===== src/rtl/jt51_kon_pkg.sv =====
// rtl/jt51_kon_pkg.sv - shared constants, command type and helpers for the key-on scheduler
package jt51_kon_pkg;

    // Slot offset of each operator relative to its channel number
    localparam logic [4:0] OFS_M1 = 5'd0;
    localparam logic [4:0] OFS_M2 = 5'd8;
    localparam logic [4:0] OFS_C1 = 5'd16;
    localparam logic [4:0] OFS_C2 = 5'd24;

    // Bit positions of each operator inside a key-on mask
    localparam int MSK_M1 = 0;
    localparam int MSK_C1 = 1;
    localparam int MSK_M2 = 2;
    localparam int MSK_C2 = 3;

    typedef struct packed {
        logic [2:0] ch;
        logic [3:0] mask;
    } kon_cmd_t;

    // A channel reads as keyed on when any of its four operator slots is on
    function automatic logic [7:0] chan_or(input logic [31:0] kon);
        logic [7:0] r;
        for (int c = 0; c < 8; c++) begin
            r[c] = kon[c] | kon[c + 8] | kon[c + 16] | kon[c + 24];
        end
        return r;
    endfunction

endpackage


===== src/rtl/jt51_kon_fifo.sv =====
// rtl/jt51_kon_fifo.sv - small synchronous FIFO holding pending key-on commands
module jt51_kon_fifo #(
    parameter int DEPTH = 4
) (
    input  logic                     clk,
    input  logic                     rst,
    input  logic                     push,
    input  logic                     pop,
    input  logic [6:0]               din,
    output logic [6:0]               dout,
    output logic                     full,
    output logic                     empty,
    output logic [$clog2(DEPTH):0]   count
);

    localparam int AW = $clog2(DEPTH);
    localparam int CW = AW + 1;
    localparam logic [CW-1:0] FULL_CNT = CW'(DEPTH);

    logic [6:0]    mem_q [DEPTH];
    logic [6:0]    mem_d [DEPTH];
    logic [AW-1:0] wr_ptr_q, wr_ptr_d;
    logic [AW-1:0] rd_ptr_q, rd_ptr_d;
    logic [CW-1:0] count_q, count_d;
    logic          do_push, do_pop;

    assign full    = (count_q == FULL_CNT);
    assign empty   = (count_q == '0);
    assign count   = count_q;
    assign dout    = mem_q[rd_ptr_q];
    assign do_push = push && !full;
    assign do_pop  = pop && !empty;

    // Next pointer, occupancy and storage; pointers wrap naturally since DEPTH is a power of two
    always_comb begin
        mem_d    = mem_q;
        wr_ptr_d = wr_ptr_q;
        rd_ptr_d = rd_ptr_q;
        if (do_push) begin
            mem_d[wr_ptr_q] = din;
            wr_ptr_d        = wr_ptr_q + AW'(1);
        end
        if (do_pop) begin
            rd_ptr_d = rd_ptr_q + AW'(1);
        end
        count_d = count_q + CW'(do_push) - CW'(do_pop);
    end

    // Storage and pointer registers
    always_ff @(posedge clk) begin
        if (rst) begin
            for (int i = 0; i < DEPTH; i++) begin
                mem_q[i] <= '0;
            end
            wr_ptr_q <= '0;
            rd_ptr_q <= '0;
            count_q  <= '0;
        end else begin
            mem_q    <= mem_d;
            wr_ptr_q <= wr_ptr_d;
            rd_ptr_q <= rd_ptr_d;
            count_q  <= count_d;
        end
    end

endmodule


===== src/rtl/jt51_kon_sched.sv =====
// rtl/jt51_kon_sched.sv - frame-aligned key-on scheduler with CSM burst merge
module jt51_kon_sched
    import jt51_kon_pkg::*;
#(
    parameter int FIFO_DEPTH = 4
) (
    input  logic       clk,
    input  logic       rst,
    input  logic       cen,
    input  logic       zero,
    input  logic       wr_valid,
    output logic       wr_ready,
    input  logic [2:0] wr_ch,
    input  logic [3:0] wr_mask,
    input  logic       csm,
    input  logic       ta_ovf,
    output logic       keyon_II,
    output logic       busy,
    output logic [7:0] kon_ch
);

    localparam int CW = $clog2(FIFO_DEPTH) + 1;

    logic [4:0]    cnt_q, cnt_d;
    logic [31:0]   kon_q, kon_d;
    logic          csm_pend_q, csm_pend_d;
    logic          csm_frame_q, csm_frame_d;
    logic [7:0]    kon_ch_q, kon_ch_d;

    logic [4:0]    slot;
    logic          commit;
    logic          push, pop;
    logic [6:0]    fifo_dout;
    logic          fifo_full, fifo_empty;
    logic [CW-1:0] fifo_count;
    kon_cmd_t      wr_cmd, head;

    assign slot   = zero ? 5'd0 : cnt_q;
    assign commit = cen && (slot == 5'd31);
    assign wr_cmd = '{ch: wr_ch, mask: wr_mask};
    assign head   = kon_cmd_t'(fifo_dout);
    assign push   = wr_valid && wr_ready;
    assign pop    = commit && !fifo_empty;

    jt51_kon_fifo #(
        .DEPTH (FIFO_DEPTH)
    ) u_fifo (
        .clk   (clk),
        .rst   (rst),
        .push  (push),
        .pop   (pop),
        .din   (wr_cmd),
        .dout  (fifo_dout),
        .full  (fifo_full),
        .empty (fifo_empty),
        .count (fifo_count)
    );

    // Slot rotation, frame-end commit of one command and CSM pend/frame transfer
    always_comb begin
        cnt_d       = cnt_q;
        kon_d       = kon_q;
        csm_pend_d  = csm_pend_q;
        csm_frame_d = csm_frame_q;
        if (cen) begin
            cnt_d = zero ? 5'd1 : cnt_q + 5'd1;
        end
        if (pop) begin
            kon_d[{2'b00, head.ch} + OFS_M1] = head.mask[MSK_M1];
            kon_d[{2'b00, head.ch} + OFS_M2] = head.mask[MSK_M2];
            kon_d[{2'b00, head.ch} + OFS_C1] = head.mask[MSK_C1];
            kon_d[{2'b00, head.ch} + OFS_C2] = head.mask[MSK_C2];
        end
        if (commit) begin
            csm_frame_d = csm_pend_q;
            csm_pend_d  = 1'b0;
        end
        // Set after the transfer so an overflow on the commit cycle arms the frame after next
        if (ta_ovf && csm) begin
            csm_pend_d = 1'b1;
        end
        kon_ch_d = chan_or(kon_d);
    end

    // Scheduler state registers
    always_ff @(posedge clk) begin
        if (rst) begin
            cnt_q       <= '0;
            kon_q       <= '0;
            csm_pend_q  <= 1'b0;
            csm_frame_q <= 1'b0;
            kon_ch_q    <= '0;
        end else begin
            cnt_q       <= cnt_d;
            kon_q       <= kon_d;
            csm_pend_q  <= csm_pend_d;
            csm_frame_q <= csm_frame_d;
            kon_ch_q    <= kon_ch_d;
        end
    end

    assign keyon_II = kon_q[slot] | csm_frame_q;
    assign wr_ready = !fifo_full;
    assign busy     = (fifo_count != '0);
    assign kon_ch   = kon_ch_q;

endmodule


===== config.mk =====
export PLATFORM = sky130hd
export DESIGN_NAME = jt51_kon_sched
export DESIGN_NICKNAME = d
export VERILOG_FILES = /design/src/rtl/jt51_kon_pkg.sv /design/src/rtl/jt51_kon_fifo.sv /design/src/rtl/jt51_kon_sched.sv
export SDC_FILE = /design/constraint.sdc
export NUM_CORES = 1
export LEC_CHECK = 0
export CORE_MARGIN = 10
export CORE_UTILIZATION = 40
export DETAILED_ROUTE_END_ITERATION = 10
export DONT_BUFFER_PORTS = 1
export GPL_TIMING_DRIVEN = 0
export SYNTH_ARGS = -nofsm -noshare
export SYNTH_HDL_FRONTEND = slang
export SYNTH_SLANG_ARGS = --single-unit

===== constraint.sdc =====
create_clock -name clk -period 3.6 [get_ports clk]
set_clock_uncertainty 0.1 [all_clocks]
set_input_delay 0.72 -clock clk [delete_from_list [all_inputs] [get_ports clk]]
set_output_delay 0.72 -clock clk [all_outputs]
set_load 0.02 [all_outputs]

==> Yosys cells after proc, flatten, opt, wreduce, memory -nomap -nowiden <==
Index checks and enable logic that the tools add are counted.
{ "word_totals": {"out_inout_bits": 11, "ff_bits": 82} }
{ "op_classes": {"n_addsub": 8, "muxes": 25, "magnitude_cmp": 12, "n_bitwise": 27, "eq_ne": 2, "reduce_logical": 16} }
{ "ops": {"columns": ["op", "count"], "rows": [
  ["$bwmux 32", 4],
  ["$mux 32", 1],
  ["$bwmux 28", 1],
  ["$or 1x1->1", 25],
  ["$lt 5x6->1 const B", 4],
  ["$mux 7", 3],
  ["$demux 1 s5", 3],
  ["$ge 5x1->1 const B", 3],
  ["$bmux 7 s2", 1],
  ["$demux 7 s2", 1],
  ["$logic_and 1x1->1", 11],
  ["$mux 5", 2],
  ["$mux 1", 7],
  ["$ge 3x3->1 const B", 2],
  ["$lt 3x6->1 const B", 1],
  ["$not 2->3", 2],
  ["$add 3x4->5 const B", 1],
  ["$add 3x5->5 const B", 1],
  ["$add 4x4->5 const B", 1],
  ["$add 5x1->5 const B", 1],
  ["$bmux 1 s5", 1],
  ["$eq 5x5->1 const B", 1],
  ["$add 2x1->2 const B", 2],
  ["$add 3x1->3", 1],
  ["9 further kinds", 10]
]} }

==> Longest topological paths before layout <==
Gate-level depths: netlist (run 1).
{ "depth": {"depth_word": 16, "ltp_mapped": 10} }

==> By module <==
Synthesis (run 1) repeated with hierarchy kept, for this count alone.
{ "unflattened": {"cells_unflattened": 399, "area_unflattened_um2": 3996.3} }
{ "by_module_without_submodules": {"columns": ["mod", "cells_per_inst", "instances", "area_per_inst_um2", "seq_area_each_um2"], "rows": [
  ["jt51_kon_sched", 244, 1, 2260.9, 940.9],
  ["jt51_kon_fifo", 155, 1, 1735.4, 700.7]
]} }

==> Worst setup path before layout (run 1) <==
Ideal clock, no wire load.
{ "synth_timing": {"kind": "input-to-output", "from": "input port zero", "to": "output port keyon_II", "arrival_time_ns": 1.968, "required_ns": 2.780, "path_buffers": 1, "stages": 6, "path_slack_ns": 0.812, "path_cell_list": "nor2b_1 clkbuf_1 a221oi_1 a2111oi_0 a311oi_1 a22oi_1"} }
{ "synth_between": {"elab_chain_len": 4} }
{ "synth_lines": {"columns": ["element", "line_no", "text"], "rows": [
  ["start: declaration", "jt51_kon_sched.sv:10", "input logic zero,"],
  ["$mux 5", "jt51_kon_sched.sv:38", "assign slot = zero ? 5'd0 : cnt_q;"],
  ["$bmux 1 s5", "jt51_kon_sched.sv:102", "assign keyon_II = kon_q[slot] | csm_frame_q;"],
  ["$mux 1 (not written as such)", "jt51_kon_sched.sv:102", null],
  ["$or 1x1->1", "jt51_kon_sched.sv:102", null],
  ["end: declaration", "jt51_kon_sched.sv:17", "output logic keyon_II,"]
]} }
Every way passes these cells. The select of a mux whose other input is x is not followed.

==> Worst setup path in the final report (run 1) <==
{ "layout_timing": {"from": "register cnt_q[0]", "to": "output port keyon_II"} }
{ "layout_between": {"elab_chain_len": 4} }
{ "layout_lines": {"columns": ["element", "line_no", "text"], "rows": [
  ["start: declaration", "jt51_kon_sched.sv:24", "logic [4:0] cnt_q, cnt_d;"],
  ["start signal: assignment", "jt51_kon_sched.sv:94", "cnt_q <= cnt_d;"],
  ["$mux 5", "jt51_kon_sched.sv:38", null],
  ["$bmux 1 s5", "jt51_kon_sched.sv:102", null],
  ["$mux 1 (not written as such)", "jt51_kon_sched.sv:102", null],
  ["$or 1x1->1", "jt51_kon_sched.sv:102", null]
]} }
Every way passes these cells. The select of a mux whose other input is x is not followed.

==> impl_metrics.tcl, run 1 <==
set metrics [dict create \
    min_to "u_fifo.mem_q[10]" \
    cts_max_path_buffers 2 \
    synth_area_mm2 0.00375 \
    area_growth_pct 9.23 \
    antenna_cells 0 \
    whs_ns 0.357 \
    cts_root_buf "clkbuf_8" \
    grt_pass1_wl_um 15800 \
    synth_edf_count 0 \
    clkTransAtPathRegs_ns 0.09 \
    hold_start "u_fifo.mem_q[10]" \
    setup_viol 0 \
    final_common_cell "dfxtp_1" \
    clock.fmax_mhz 295 \
    reg2reg_to "u_fifo.count[2]" \
    drive_above_1_share_pct 9.05 \
    first_iter_violations 268 \
    ant_nets 0 \
    antenna_found_initial 0 \
    critPathRequiredTime_ns 2.78 \
    max-cap-violations 0 \
    setup_tns_ns 0 \
    ys_ff_latch 82 \
    r2r_start "cnt_q[0]" \
    yosys_warnings 0 \
    power_density_mw_per_mm2 486 \
    ys.flop_type "dfxtp_1" \
    worst_skew_pair.late_latency_ns 0.36 \
    min_period_over_period_pct 94.2 \
    worst-setup-path-type "reg2out" \
    rsz0062_at_grt "false" \
    hpwl_um 6850 \
    die_h_um 117 \
    final_cells 542 \
    cts.sinks 82 \
    cp_max_fo 7 \
    drv_slew 0 \
    cts_resized 0 \
    outcome "finished clean" \
    synth_cell_type_count 42 \
    via_count 3088 \
    avgSynthCellArea_um2 9.04 \
    grt_max_degree 17 \
    vdd_ir_drop_max_v 0.000262 \
    avgRoutedWirePerCell_um 18.0 \
    r2r_setup_slack_ns 0.63 \
    arrival_ns 2.57 \
    rr_worst_depth 10 \
    grt.overflow.total 0 \
    worstMarginPinSlew_ns 0.786 \
    routabilityCongestion 0.949 \
    drtPass1Iterations 5 \
    h-tree-depth 3 \
    cts_buffers 9 \
    cts_setup_buffers 0 \
    first_global_vias 3019 \
    endpoint_kind "output pin" \
    synthesis.nets 437 \
    most-common-layout-cells "dfxtp_1 (82), nand2_1 (48), nor2_1 (43)" \
    startpoint_type "register" \
    hp-class "reg2reg" \
    ios 25 \
    dp_slack_ns 0.548 \
    wirelength_um 9780 \
    seq_area_frac_synth_pct 43.7 \
    p_leak_nw 1.47 \
    dp_cells 526 \
    initial_utilization_pct 40.8 \
    hold_viol 0 \
    viasPerCell 5.70 \
    final.min_clock_period_ns 3.39 \
    synthCells 415 \
    core_mm2 0.00920 \
    fin_nets 448 \
    dieArea_mm2 0.0137 \
    relSlewSlack_pct 47.2 \
    setup_ws_ns 0.208 \
    power.total_w 0.00199 \
    synth-async-reset-ratio_pct 0 \
    tritoncts "built" \
    hold_buffers 0 \
    route.detailed.drc 0 \
    holdPathStages 2 \
    grtUsageTotal_pct 14.9 \
    die_w_um 117 \
    rows 35 \
    port_buffers 0 \
]
==> flip-flops by register name, indices dropped and copies added, names as in the netlist <==
| name | flops |
|---|---|
| kon_q | 32 |
| u_fifo.rd_ptr_q | 2 |
| cnt_q | 5 |
| u_fifo.mem_q | 28 |
| kon_ch | 8 |
| csm_pend_q | 1 |
| u_fifo.count | 3 |
| u_fifo.wr_ptr_q | 2 |
| csm_frame_q | 1 |
==> cell type report <==
class / count / area (um^2)
Multi-Input combinational cell: 296 / 1950
Tap cell: 111 / 139
Sequential cell: 82 / 1640
Clock inverter: 7 / 83.8
Fill cell: 904 / 5100
Inverter: 9 / 33.8
Buffer: 28 / 125
Clock buffer: 9 / 124
==> power breakdown <==
group / leakage (nW) / switching [W] / total, W / internal [W]
combinational: 0.706 / 0.000228 / 0.000319 / 0.0000915
clock: 0.103 / 0.000365 / 0.000700 / 0.000335
sequential: 0.663 / 0.0000263 / 0.000972 / 0.000945
total: 1.47 / 0.000619 / 0.00199 / 0.00137
==> synthesized netlist by cell type (all sizes together) (3+ instances only) <==
cell type	count	area [um^2]
a22oi	6	45.0
clkbuf	22	82.6
inv	9	33.8
xnor2	5	43.8
dfxtp	82	1640
mux2i	36	360
a21oi	42	210
nor4	5	46.3
ha	7	87.6
nor2b	4	25.0
a211oi	6	45.0
nand3	35	175
mux2	3	33.8
o21ai	11	55.1
nor3b	3	32.5
nand3b	4	37.5
mux4	7	158
buf	6	42.5
nor2	44	168
or4	5	37.5
a221oi	7	61.3
nand2	48	180
==> worst max-delay path, stage by stage, from the launching register on <==
cell	delay, ns
dfxtp_1	0.34
clkbuf_1	0.23
nor2b_1	0.16
clkbuf_1	0.28
a221oi_1	0.12
a2111oi_0	0.45
a311oi_1	0.10
a22oi_1	0.54
==> worst max-delay path by stage <==
stage	from	endpoint	cells past startpoint
6_report	cnt_q[0]	keyon_II	7
5_1_grt	cnt_q[0]	keyon_II	7
4_1_cts	cnt_q[0]	keyon_II	7
3_5_place_dp	zero	keyon_II	6
3_3_place_gp	cen	u_fifo.count[2]	9
2_1_floorplan	zero	keyon_II	6
==> metrics by stage <==
| stage | instance area (um^2) | utilization, % |
|---|---|---|
| finish | 4100 | 44.6 |
| global route | 4100 | 44.6 |
| CTS | 4100 | 44.6 |
| detailed placement | 3890 | 42.3 |
| global placement | 3890 | 42.3 |
| floorplan | 3750 | - |
==> routing by layer <==
| layer | global-route usage [%] | vias to the layer above | wire length [um] |
|---|---|---|---|
| met5 | 0 | - | 0 |
| met4 | 5.27 | 0 | 163 |
| met3 | 4.18 | 16 | 806 |
| met2 | 24.0 | 118 | 4610 |
| met1 | 18.7 | 1454 | 4210 |
| li1 | - | 1500 | - |
==> cell families (layout without fill, tap and decap cells) <==
kind of cell / count (synthesis) / in the layout / synth area share, %
XOR/XNOR: 6 / 6 / 1.40
adder cells (fa/ha/maj): 8 / 8 / 2.87
buffers and inverters: 37 / 53 / 4.23
AO/OA/AOI/OAI: 78 / 78 / 12.5
AND/OR/NAND/NOR: 158 / 158 / 20.6
flip-flops: 82 / 82 / 43.7
multiplexers: 46 / 46 / 14.7
Power figures use the tool's default switching activity.
==> run 2, diff against run 1 <==
Settings changed: GPL_ROUTABILITY_DRIVEN set to 0.
==> results of run 2 <==
The final DEF is identical to that of run 1; final timing and power are the same.
